`src/rtl/multicycle_ctrl_if.sv`:
```
// multicycle_ctrl_if: handshake and control bundle between the multicycle controller and its datapath/memory.
interface multicycle_ctrl_if #(
  parameter int CNT_W = 32
);
  logic             run;
  logic [5:0]       opcode;
  logic             mem_ready;
  logic             PCWrite;
  logic             PCWriteCond;
  logic             IorD;
  logic             MemRead;
  logic             MemWrite;
  logic             IRWrite;
  logic             MemtoReg;
  logic             RegDst;
  logic             RegWrite;
  logic             ALUSrcA;
  logic [1:0]       ALUSrcB;
  logic [1:0]       ALUOp;
  logic [1:0]       PCSource;
  logic [3:0]       state;
  logic             illegal_op;
  logic [CNT_W-1:0] instr_count;
  modport master (
    input  run, opcode, mem_ready,
    output PCWrite, PCWriteCond, IorD, MemRead, MemWrite, IRWrite, MemtoReg, RegDst,
           RegWrite, ALUSrcA, ALUSrcB, ALUOp, PCSource, state, illegal_op, instr_count
  );
  modport slave (
    output run, opcode, mem_ready,
    input  PCWrite, PCWriteCond, IorD, MemRead, MemWrite, IRWrite, MemtoReg, RegDst,
           RegWrite, ALUSrcA, ALUSrcB, ALUOp, PCSource, state, illegal_op, instr_count
  );
endinterface

```
`src/rtl/multicycle_ctrl.sv`:
```
// multicycle_ctrl: control FSM sequencing the multicycle datapath, with a retired-instruction counter.
module multicycle_ctrl #(
  parameter int CNT_W = 32
) (
  input logic               clk,
  input logic               reset,
  multicycle_ctrl_if.master bus
);
  typedef enum logic [3:0] {
    S_RESET    = 4'd0,
    S_FETCH    = 4'd1,
    S_DECODE   = 4'd2,
    S_MEMADR   = 4'd3,
    S_MEMRD    = 4'd4,
    S_MEMWB    = 4'd5,
    S_MEMWR    = 4'd6,
    S_EXEC     = 4'd7,
    S_RTYPE_WB = 4'd8,
    S_BRANCH   = 4'd9,
    S_JUMP     = 4'd10,
    S_ADDI_EX  = 4'd11,
    S_ADDI_WB  = 4'd12,
    S_ILLEGAL  = 4'd13
  } state_t;
  localparam logic [5:0] op_lw    = 6'b100011;
  localparam logic [5:0] op_sw    = 6'b101011;
  localparam logic [5:0] op_rtype = 6'b000000;
  localparam logic [5:0] op_beq   = 6'b000100;
  localparam logic [5:0] op_j     = 6'b000010;
  localparam logic [5:0] op_addi  = 6'b001000;
  localparam logic [CNT_W-1:0] cnt_one = 1;
  state_t           cur;
  state_t           nxt;
  logic [CNT_W-1:0] cnt;
  logic             retire;
  always_ff @(posedge clk or negedge reset)
    if (!reset) cur <= S_RESET;
    else cur <= nxt;
  always_comb begin
    nxt = S_RESET;
    case (cur)
      S_RESET:  nxt = bus.run ? S_FETCH : S_RESET;
      S_FETCH:  nxt = bus.mem_ready ? S_DECODE : S_FETCH;
      S_DECODE: nxt = (bus.opcode == op_lw || bus.opcode == op_sw) ? S_MEMADR :
                      (bus.opcode == op_rtype) ? S_EXEC :
                      (bus.opcode == op_beq)   ? S_BRANCH :
                      (bus.opcode == op_j)     ? S_JUMP :
                      (bus.opcode == op_addi)  ? S_ADDI_EX : S_ILLEGAL;
      S_MEMADR: nxt = (bus.opcode == op_lw) ? S_MEMRD : S_MEMWR;
      S_MEMRD:  nxt = bus.mem_ready ? S_MEMWB : S_MEMRD;
      S_MEMWR:  nxt = bus.mem_ready ? S_FETCH : S_MEMWR;
      S_EXEC:   nxt = S_RTYPE_WB;
      S_ADDI_EX: nxt = S_ADDI_WB;
      S_MEMWB, S_RTYPE_WB, S_BRANCH, S_JUMP, S_ADDI_WB, S_ILLEGAL: nxt = S_FETCH;
      default:  nxt = S_RESET;
    endcase
  end
  // IRWrite/PCWrite in FETCH follow mem_ready so the IR and PC update only on the completing cycle
  always_comb begin
    bus.PCWrite     = 1'b0;
    bus.PCWriteCond = 1'b0;
    bus.IorD        = 1'b0;
    bus.MemRead     = 1'b0;
    bus.MemWrite    = 1'b0;
    bus.IRWrite     = 1'b0;
    bus.MemtoReg    = 1'b0;
    bus.RegDst      = 1'b0;
    bus.RegWrite    = 1'b0;
    bus.ALUSrcA     = 1'b0;
    bus.ALUSrcB     = 2'd0;
    bus.ALUOp       = 2'b00;
    bus.PCSource    = 2'd0;
    bus.illegal_op  = 1'b0;
    case (cur)
      S_FETCH: begin
        bus.MemRead = 1'b1;
        bus.ALUSrcB = 2'd1;
        bus.IRWrite = bus.mem_ready;
        bus.PCWrite = bus.mem_ready;
      end
      S_DECODE: bus.ALUSrcB = 2'd3;
      S_MEMADR, S_ADDI_EX: begin
        bus.ALUSrcA = 1'b1;
        bus.ALUSrcB = 2'd2;
      end
      S_MEMRD: begin
        bus.MemRead = 1'b1;
        bus.IorD    = 1'b1;
      end
      S_MEMWB: begin
        bus.RegWrite = 1'b1;
        bus.MemtoReg = 1'b1;
      end
      S_MEMWR: begin
        bus.MemWrite = 1'b1;
        bus.IorD     = 1'b1;
      end
      S_EXEC: begin
        bus.ALUSrcA = 1'b1;
        bus.ALUOp   = 2'b10;
      end
      S_RTYPE_WB: begin
        bus.RegWrite = 1'b1;
        bus.RegDst   = 1'b1;
      end
      S_BRANCH: begin
        bus.ALUSrcA     = 1'b1;
        bus.ALUOp       = 2'b01;
        bus.PCWriteCond = 1'b1;
        bus.PCSource    = 2'd1;
      end
      S_JUMP: begin
        bus.PCWrite  = 1'b1;
        bus.PCSource = 2'd2;
      end
      S_ADDI_WB: bus.RegWrite = 1'b1;
      S_ILLEGAL: bus.illegal_op = 1'b1;
      default: bus.illegal_op = 1'b0;
    endcase
  end
  assign retire = (cur == S_MEMWB) || (cur == S_RTYPE_WB) || (cur == S_BRANCH) ||
                  (cur == S_JUMP) || (cur == S_ADDI_WB) || (cur == S_MEMWR && bus.mem_ready);
  always_ff @(posedge clk or negedge reset)
    if (!reset) cnt <= '0;
    else if (retire) cnt <= cnt + cnt_one;
  assign bus.state       = cur;
  assign bus.instr_count = cnt;
endmodule

```
`src/flat_wrapper.sv`:
```
// flat-port wrapper written by rule: the top's interface ports become plain ports
module multicycle_ctrl_flat 
#(
  parameter int CNT_W = 32
)
  (clk, reset, bus_run, bus_opcode, bus_mem_ready, bus_PCWrite, bus_PCWriteCond, bus_IorD, bus_MemRead, bus_MemWrite, bus_IRWrite, bus_MemtoReg, bus_RegDst, bus_RegWrite, bus_ALUSrcA, bus_ALUSrcB, bus_ALUOp, bus_PCSource, bus_state, bus_illegal_op, bus_instr_count);
  multicycle_ctrl_if #(.CNT_W(CNT_W)) bus_i ();
  input logic clk;
  input logic reset;
  input wire logic [$bits(bus_i.run)-1:0] bus_run;
  input wire logic [$bits(bus_i.opcode)-1:0] bus_opcode;
  input wire logic [$bits(bus_i.mem_ready)-1:0] bus_mem_ready;
  output wire logic [$bits(bus_i.PCWrite)-1:0] bus_PCWrite;
  output wire logic [$bits(bus_i.PCWriteCond)-1:0] bus_PCWriteCond;
  output wire logic [$bits(bus_i.IorD)-1:0] bus_IorD;
  output wire logic [$bits(bus_i.MemRead)-1:0] bus_MemRead;
  output wire logic [$bits(bus_i.MemWrite)-1:0] bus_MemWrite;
  output wire logic [$bits(bus_i.IRWrite)-1:0] bus_IRWrite;
  output wire logic [$bits(bus_i.MemtoReg)-1:0] bus_MemtoReg;
  output wire logic [$bits(bus_i.RegDst)-1:0] bus_RegDst;
  output wire logic [$bits(bus_i.RegWrite)-1:0] bus_RegWrite;
  output wire logic [$bits(bus_i.ALUSrcA)-1:0] bus_ALUSrcA;
  output wire logic [$bits(bus_i.ALUSrcB)-1:0] bus_ALUSrcB;
  output wire logic [$bits(bus_i.ALUOp)-1:0] bus_ALUOp;
  output wire logic [$bits(bus_i.PCSource)-1:0] bus_PCSource;
  output wire logic [$bits(bus_i.state)-1:0] bus_state;
  output wire logic [$bits(bus_i.illegal_op)-1:0] bus_illegal_op;
  output wire logic [$bits(bus_i.instr_count)-1:0] bus_instr_count;
  assign bus_i.run = bus_run;
  assign bus_i.opcode = bus_opcode;
  assign bus_i.mem_ready = bus_mem_ready;
  assign bus_PCWrite = bus_i.PCWrite;
  assign bus_PCWriteCond = bus_i.PCWriteCond;
  assign bus_IorD = bus_i.IorD;
  assign bus_MemRead = bus_i.MemRead;
  assign bus_MemWrite = bus_i.MemWrite;
  assign bus_IRWrite = bus_i.IRWrite;
  assign bus_MemtoReg = bus_i.MemtoReg;
  assign bus_RegDst = bus_i.RegDst;
  assign bus_RegWrite = bus_i.RegWrite;
  assign bus_ALUSrcA = bus_i.ALUSrcA;
  assign bus_ALUSrcB = bus_i.ALUSrcB;
  assign bus_ALUOp = bus_i.ALUOp;
  assign bus_PCSource = bus_i.PCSource;
  assign bus_state = bus_i.state;
  assign bus_illegal_op = bus_i.illegal_op;
  assign bus_instr_count = bus_i.instr_count;
  multicycle_ctrl #(.CNT_W(CNT_W)) u_core (.clk(clk), .reset(reset), .bus(bus_i));
endmodule
```
`config.mk`:
```
export PLATFORM = sky130hd
export DESIGN_NAME = multicycle_ctrl_flat
export DESIGN_NICKNAME = d
export VERILOG_FILES = /design/src/rtl/multicycle_ctrl_if.sv /design/src/rtl/multicycle_ctrl.sv /design/src/flat_wrapper.sv
export SDC_FILE = /design/constraint.sdc
export NUM_CORES = 1
export LEC_CHECK = 0
export CAP_MARGIN = 15
export CORE_ASPECT_RATIO = 0.5
export CORE_UTILIZATION = 50
export DETAILED_ROUTE_END_ITERATION = 12
export GPL_TIMING_DRIVEN = 0
export PLACE_DENSITY_LB_ADDON = 0.3
export SETUP_SLACK_MARGIN = 0.2
export SLEW_MARGIN = 20
export SYNTH_ARGS = -nofsm -noshare
export SYNTH_HDL_FRONTEND = slang
export SYNTH_SLANG_ARGS = --single-unit
```
`constraint.sdc`:
```
create_clock -name clk -period 5.05 [get_ports clk]
set_clock_uncertainty 0.2 [all_clocks]
set_input_delay 1.2625 -clock clk [delete_from_list [all_inputs] [get_ports clk]]
set_output_delay 1.2625 -clock clk [all_outputs]
set_load 0.02 [all_outputs]
```
=== After elaboration in Yosys (flattened, before gate mapping) ===
Cells that the tools add are included.

* Flip-flop bits (word level): 36
* Input bits: 10
* Output and inout bits: 53
* Word-level logic and storage cells: 61

* Add/sub/neg operators: 1
* Equality and inequality tests: 18
* Multiplexer cells: 25
* Reductions and logical operators: 15

{| class="wikitable"
|+ Operators with widths
! operator !! number
|-
| $pmux 4 s9 || 1
|-
| $add 32x1->32 const B || 1
|-
| $eq 4x4->1 const B || 6
|-
| $eq 4x3->1 const B || 4
|-
| $mux 4 || 4
|-
| $eq 6x6->1 const B || 2
|-
| $mux 1 || 12
|-
| $eq 4x2->1 const B || 2
|-
| $pmux 2 s2 || 2
|-
| $eq 6x2->1 const B || 1
|-
| $eq 6x3->1 const B || 1
|-
| $eq 6x4->1 const B || 1
|-
| $logic_not 6->1 || 1
|-
| $logic_or 1x1->1 || 6
|-
| $mux 3 || 2
|-
| $pmux 2 s3 || 1
|-
| $reduce_or 2->1 || 3
|-
| $reduce_or 6->1 || 1
|-
| $eq 4x1->1 const B || 1
|-
| $logic_not 4->1 || 1
|-
| $mux 2 || 2
|-
| $reduce_or 4->1 || 1
|-
| $reduce_or 3->1 || 1
|-
| $pmux 1 s2 || 1
|-
| $logic_and 1x1->1 || 1
|}

=== Longest topological paths before layout ===
* Depth after elaboration: 7
* Gate-level depth with buffers: 7
* Gate-level depth less buffers: 5

=== Worst setup path before layout ===
OpenSTA, ideal clock, no wires.

* Kind: input port to output port
* Start: in bus_mem_ready
* End: out bus_PCWrite
* Data arrival time: 1.921 ns
* Required time: 3.588 ns
* Path slack: 1.667 ns
* Cell stages on the path: 3
* Buffers on the path: 0
* Cell sequence: inv_1 or3_1 o21ai_0

* Cells in the longest elaborated chain, start to end: 1

{| class="wikitable"
|+ RTL lines
! item !! line !! source
|-
| start, declared || flat_wrapper.sv:12 || <nowiki>input wire logic [$bits(bus_i.mem_ready)-1:0] bus_mem_ready;</nowiki>
|-
| $pmux 1 s2 || multicycle_ctrl.sv:74 || <nowiki>case (cur)</nowiki>
|-
| end, declared || flat_wrapper.sv:13 || <nowiki>output wire logic [$bits(bus_i.PCWrite)-1:0] bus_PCWrite;</nowiki>
|}

Every way passes these cells.

=== Worst setup path after layout ===
Ends and elaborated chain as after synthesis.

==> metrics.md <==
| Metric | Value |
|---|---|
| Iter 0 DRT Violations | `~120` |
| Post-CTS resize count | `0` |
| Area grow syn2layout | `38.22%` |
| Post-synthesis simple-gate area fraction | `around 29%` |
| Fin Setup TNS | `0 ns` |
| Pwr per Cell Area | `between 300 and 400 nW/um^2` |
| First-pass GRT wire length | `7.217 mm` |
| Critical path class | `in2out` |
| Capture point of the worst reg-to-reg path | `u_core.bus.instr_count[28]$_DFFE_PN0P_` |
| Setup Viol. Count Final | `0` |
| Int Power | `~0.00065 W` |
| Starting Density | `a little over half` |
| Die Wd | `93.12 um` |
| Status | `completed` |
| Mean post-synth cell area | `9.478 um^2` |
| Clk buf depth | `2` |
| Largest family of logic cells by synthesized area | `simple AND/OR/NAND/NOR gates` |
| Worst-skew pair later-pin latency | `around 0.28 ns` |
| Hold_sp | `u_core.bus.instr_count[31]$_DFFE_PN0P_` |
| Slew @ Worst Pin | `approximately 0.53 ns` |
| Worst vdd ir | `0.0003196 V` |
| Cell mode on critical path | `clkdlybuf4s50_1` |
| Critical path's slowest cell | `clkdlybuf4s50_1` |
| Worst Path Required | `approximately 3.6 ns` |
| Via density | `~5.3` |
| Final Slew Violations | `0` |
| DR DRC count | `0` |
| H-Tree Depth | `2` |
| Routability Congestion | `slightly below 1` |
| Core area | `between 3000 and 4000 um^2` |
| Clock Sinks | `36` |
| CP Max Fanout | `5` |
| Vias in the first global route | `1557` |
| Worst setup margin | `~0.5 ns` |
| GRT Util Overall | `about 22%` |
| Worst path arrival time | `roughly 3.1 ns` |
| Fmax | `around 220 MHz` |
| Share of power burned in registers | `about a third` |
| Worst-case reg-to-reg path depth | `5` |
| Clock buffer count from CTS | `5` |
| Cell Area, Synth | `around 2100 um^2` |
| Reg2reg setup slack | `about 2.9 ns` |
| Post-CTS Setup Repair Bufs | `0` |
| Hold Crit Endpoint | `u_core.bus.instr_count[31]$_DFFE_PN0P_` |
| Sequential fraction of the synthesis area | `between 40% and 50%` |
| Clk pwr share | `19.6%` |
| Initial DRT Pass Iterations | `4` |
| Startpoint Class | `input port` |
| Nets | `300` |
| Fin. Hold Viols | `0` |
| Share of cells above drive strength 1 | `11.03%` |
| Flops & latches, synth | `36` |
| Clock root cell | `clkbuf_8` |
| Post-synthesis adder-cell area fraction | `approximately 1.1%` |
| Mux contribution to synthesized area | `1.025%` |
| Synth Area in Compound Gates | `approximately 7.7%` |
| Worst hold path class | `reg2reg` |
| Crit path largest cell delay | `0.63 ns` |
| Min cycle time layout | `about 4.6 ns` |
| Largest net degree at the start of global routing | `28` |
| Post-place setup slack | `slightly above 0.5 ns` |
| Std cell rows | `16` |
| Hpwl dp | `between 3 and 4 mm` |
| Rel. slew slack | `64.97%` |
| Vias | `1816` |
| Leak | `about 1.2 nW` |
| Clk slew on worst S/H paths | `0.07 ns` |
| Switching Fraction | `between 30 and 40%` |
| Library cells used by synthesis | `45` |
| RR Startpoint | `u_core.bus.instr_count[7]$_DFFE_PN0P_` |
| Tcrit/Tclk final | `between 90 and 100%` |
| Synth Net Count | `230` |
| Detail Route Antenna Nets | `0` |
| Crit path capture type | `output pin` |
| RSZ-0062 raised after global routing | `no` |
| Yosys warnings | `0` |
| Hold Path Depth | `1` |
| Sw Pwr | `0.0004156 W` |
| Die area | `between 4000 and 5000 um^2` |
| Die Span Y | `approximately 48 um` |
| Routed WL per cell | `13.38 um` |
| Port Buf Inserts | `slightly above 60` |
| TritonCTS clock tree | `yes` |
| Gate Count Post-Synth | `~220` |
| Initial antenna violation count | `0` |
| Synth Area in XOR/XNOR | `between 10% and 20%` |
| Crit path cell chain | `clkdlybuf4s50_1 > inv_1 > or3_1 > o21ai_0 > clkdlybuf4s50_1` |
| Final wirelength | `between 4 and 5 mm` |
| Max-cap viol count | `0` |
| GRT overflow | `0` |
| Combinational share of power | `a little under half` |
| Hold Buf Count CTS | `0` |
| Ant. Diodes | `0` |
| I/O pin count | `63` |
[per-layer routing]
metal / up-vias / wire length [um] / global-route usage [%]
met5: - / 0 / 0
met4: 0 / 53 / 7.692
met3: 6 / 296 / 5.397
met2: 62 / 2174 / 37.94
met1: 849 / 2079 / 27.92
li1: 899 / - / -
[cells in the final DEF, fill, tap and decap left out, drive strengths merged, types with 8 or more instances in the layout]
| cell type | n |
|---|---|
| nand2 | 19 |
| nor3 | 11 |
| dfrtp | 36 |
| xor2 | 20 |
| clkdlybuf4s50 | 61 |
| nand3 | 16 |
| nor4 | 9 |
| clkbuf | 12 |
| xnor2 | 12 |
| buf | 8 |
| nor2 | 22 |
| inv | 10 |
[worst max path at each step]
stage | depth (start not counted) | startpoint | endpoint | slack, ns
after global placement | 5 | bus_mem_ready | bus_PCWrite | 0.57
final | 5 | bus_mem_ready | bus_PCWrite | 0.49
after floorplan | 3 | bus_mem_ready | bus_PCWrite | 1.67
after CTS | 5 | bus_mem_ready | bus_PCWrite | 0.51
after global routing | 5 | bus_mem_ready | bus_PCWrite | 0.43
after detailed placement | 5 | bus_mem_ready | bus_PCWrite | 0.52
[critical path, delay by kind of cell]
kind	cells	cell delay, ns
compound gates	1	0.11
buf+inv	3	1.29
simple gates	1	0.44
[metrics by stage]
| step | hold WS (ns) | utilization (%) | cells | cell area [um^2] | power, W |
|---|---|---|---|---|---|
| floorplan | 0.3777 | - | 219 | 2076 | 0.0006569 |
| global placement | 0.2551 | 70.08 | 335 | 2764 | 0.0008490 |
| detailed placement | 0.2578 | 70.46 | 336 | 2779 | 0.0008626 |
| CTS | 0.2698 | 72.75 | 344 | 2869 | 0.001075 |
| global route | 0.2966 | 72.75 | 344 | 2869 | 0.001129 |
| finish | 0.2654 | 72.75 | 344 | 2869 | 0.001069 |
[final cells by class]
cell class                 count  area (um^2)
fill                         306         1075
buffer                        10        58.81
timing repair buffer          63        635.6
sequential                    36        900.9
tap                           54        67.56
multi-input combinational    163         1079
clock buffer                   8        90.09
inverter                      10        37.54
[power by group through the flow]
| stage | logic [W] | registers (W) | clock network [W] |
|---|---|---|---|
| floorplan | 0.000259 | 0.000398 | 0 |
| global placement | 0.000486 | 0.000363 | 0 |
| detailed placement | 0.000497 | 0.000365 | 0 |
| CTS | 0.000501 | 0.000360 | 0.000214 |
| global route | 0.000538 | 0.000365 | 0.000226 |
| finish | 0.000500 | 0.000360 | 0.000209 |
[synth_stat cells, drive strengths merged]
cell type  instances  share of area [%]
nand2b             6                1.8
or2                2               0.60
xor2              20                8.4
a21boi             1               0.36
nand3b             1               0.36
a211oi             2               0.72
clkbuf             4               0.72
nand4              7                2.1
and3               6                1.8
dfrtp             36                 43
or3                1               0.30
nand4b             1               0.42
o21ai              7                1.9
o21a               2               0.72
maj3               1               0.54
and4               1               0.42
a21oi              7                1.9
o311ai             1               0.42
xnor2             12                5.1
nor3              11                3.4
nor2b              1               0.30
o22ai              1               0.30
nand3             16                4.1
ha                 1               0.60
mux2i              1               0.48
nor2              22                4.5
o2111ai            1               0.72
nand2             19                3.4
o211ai             2               0.72
buf                6                2.1
nor4               9                5.1
mux2               1               0.54
inv               10                1.8
[logic make-up after synthesis]
family                   after synthesis
AO/OA/AOI/OAI                         24
buffers and inverters                 20
adder cells (fa/ha/maj)                2
flip-flops                            36
multiplexers                           2
XOR/XNOR                              32
AND/OR/NAND/NOR                      103
[sequential cells by signal, summed over array words and instances, names as in the netlist]
register / flops
u_core.bus.state: 4
u_core.bus.instr_count: 32
Power figures use the tool's default switching activity.
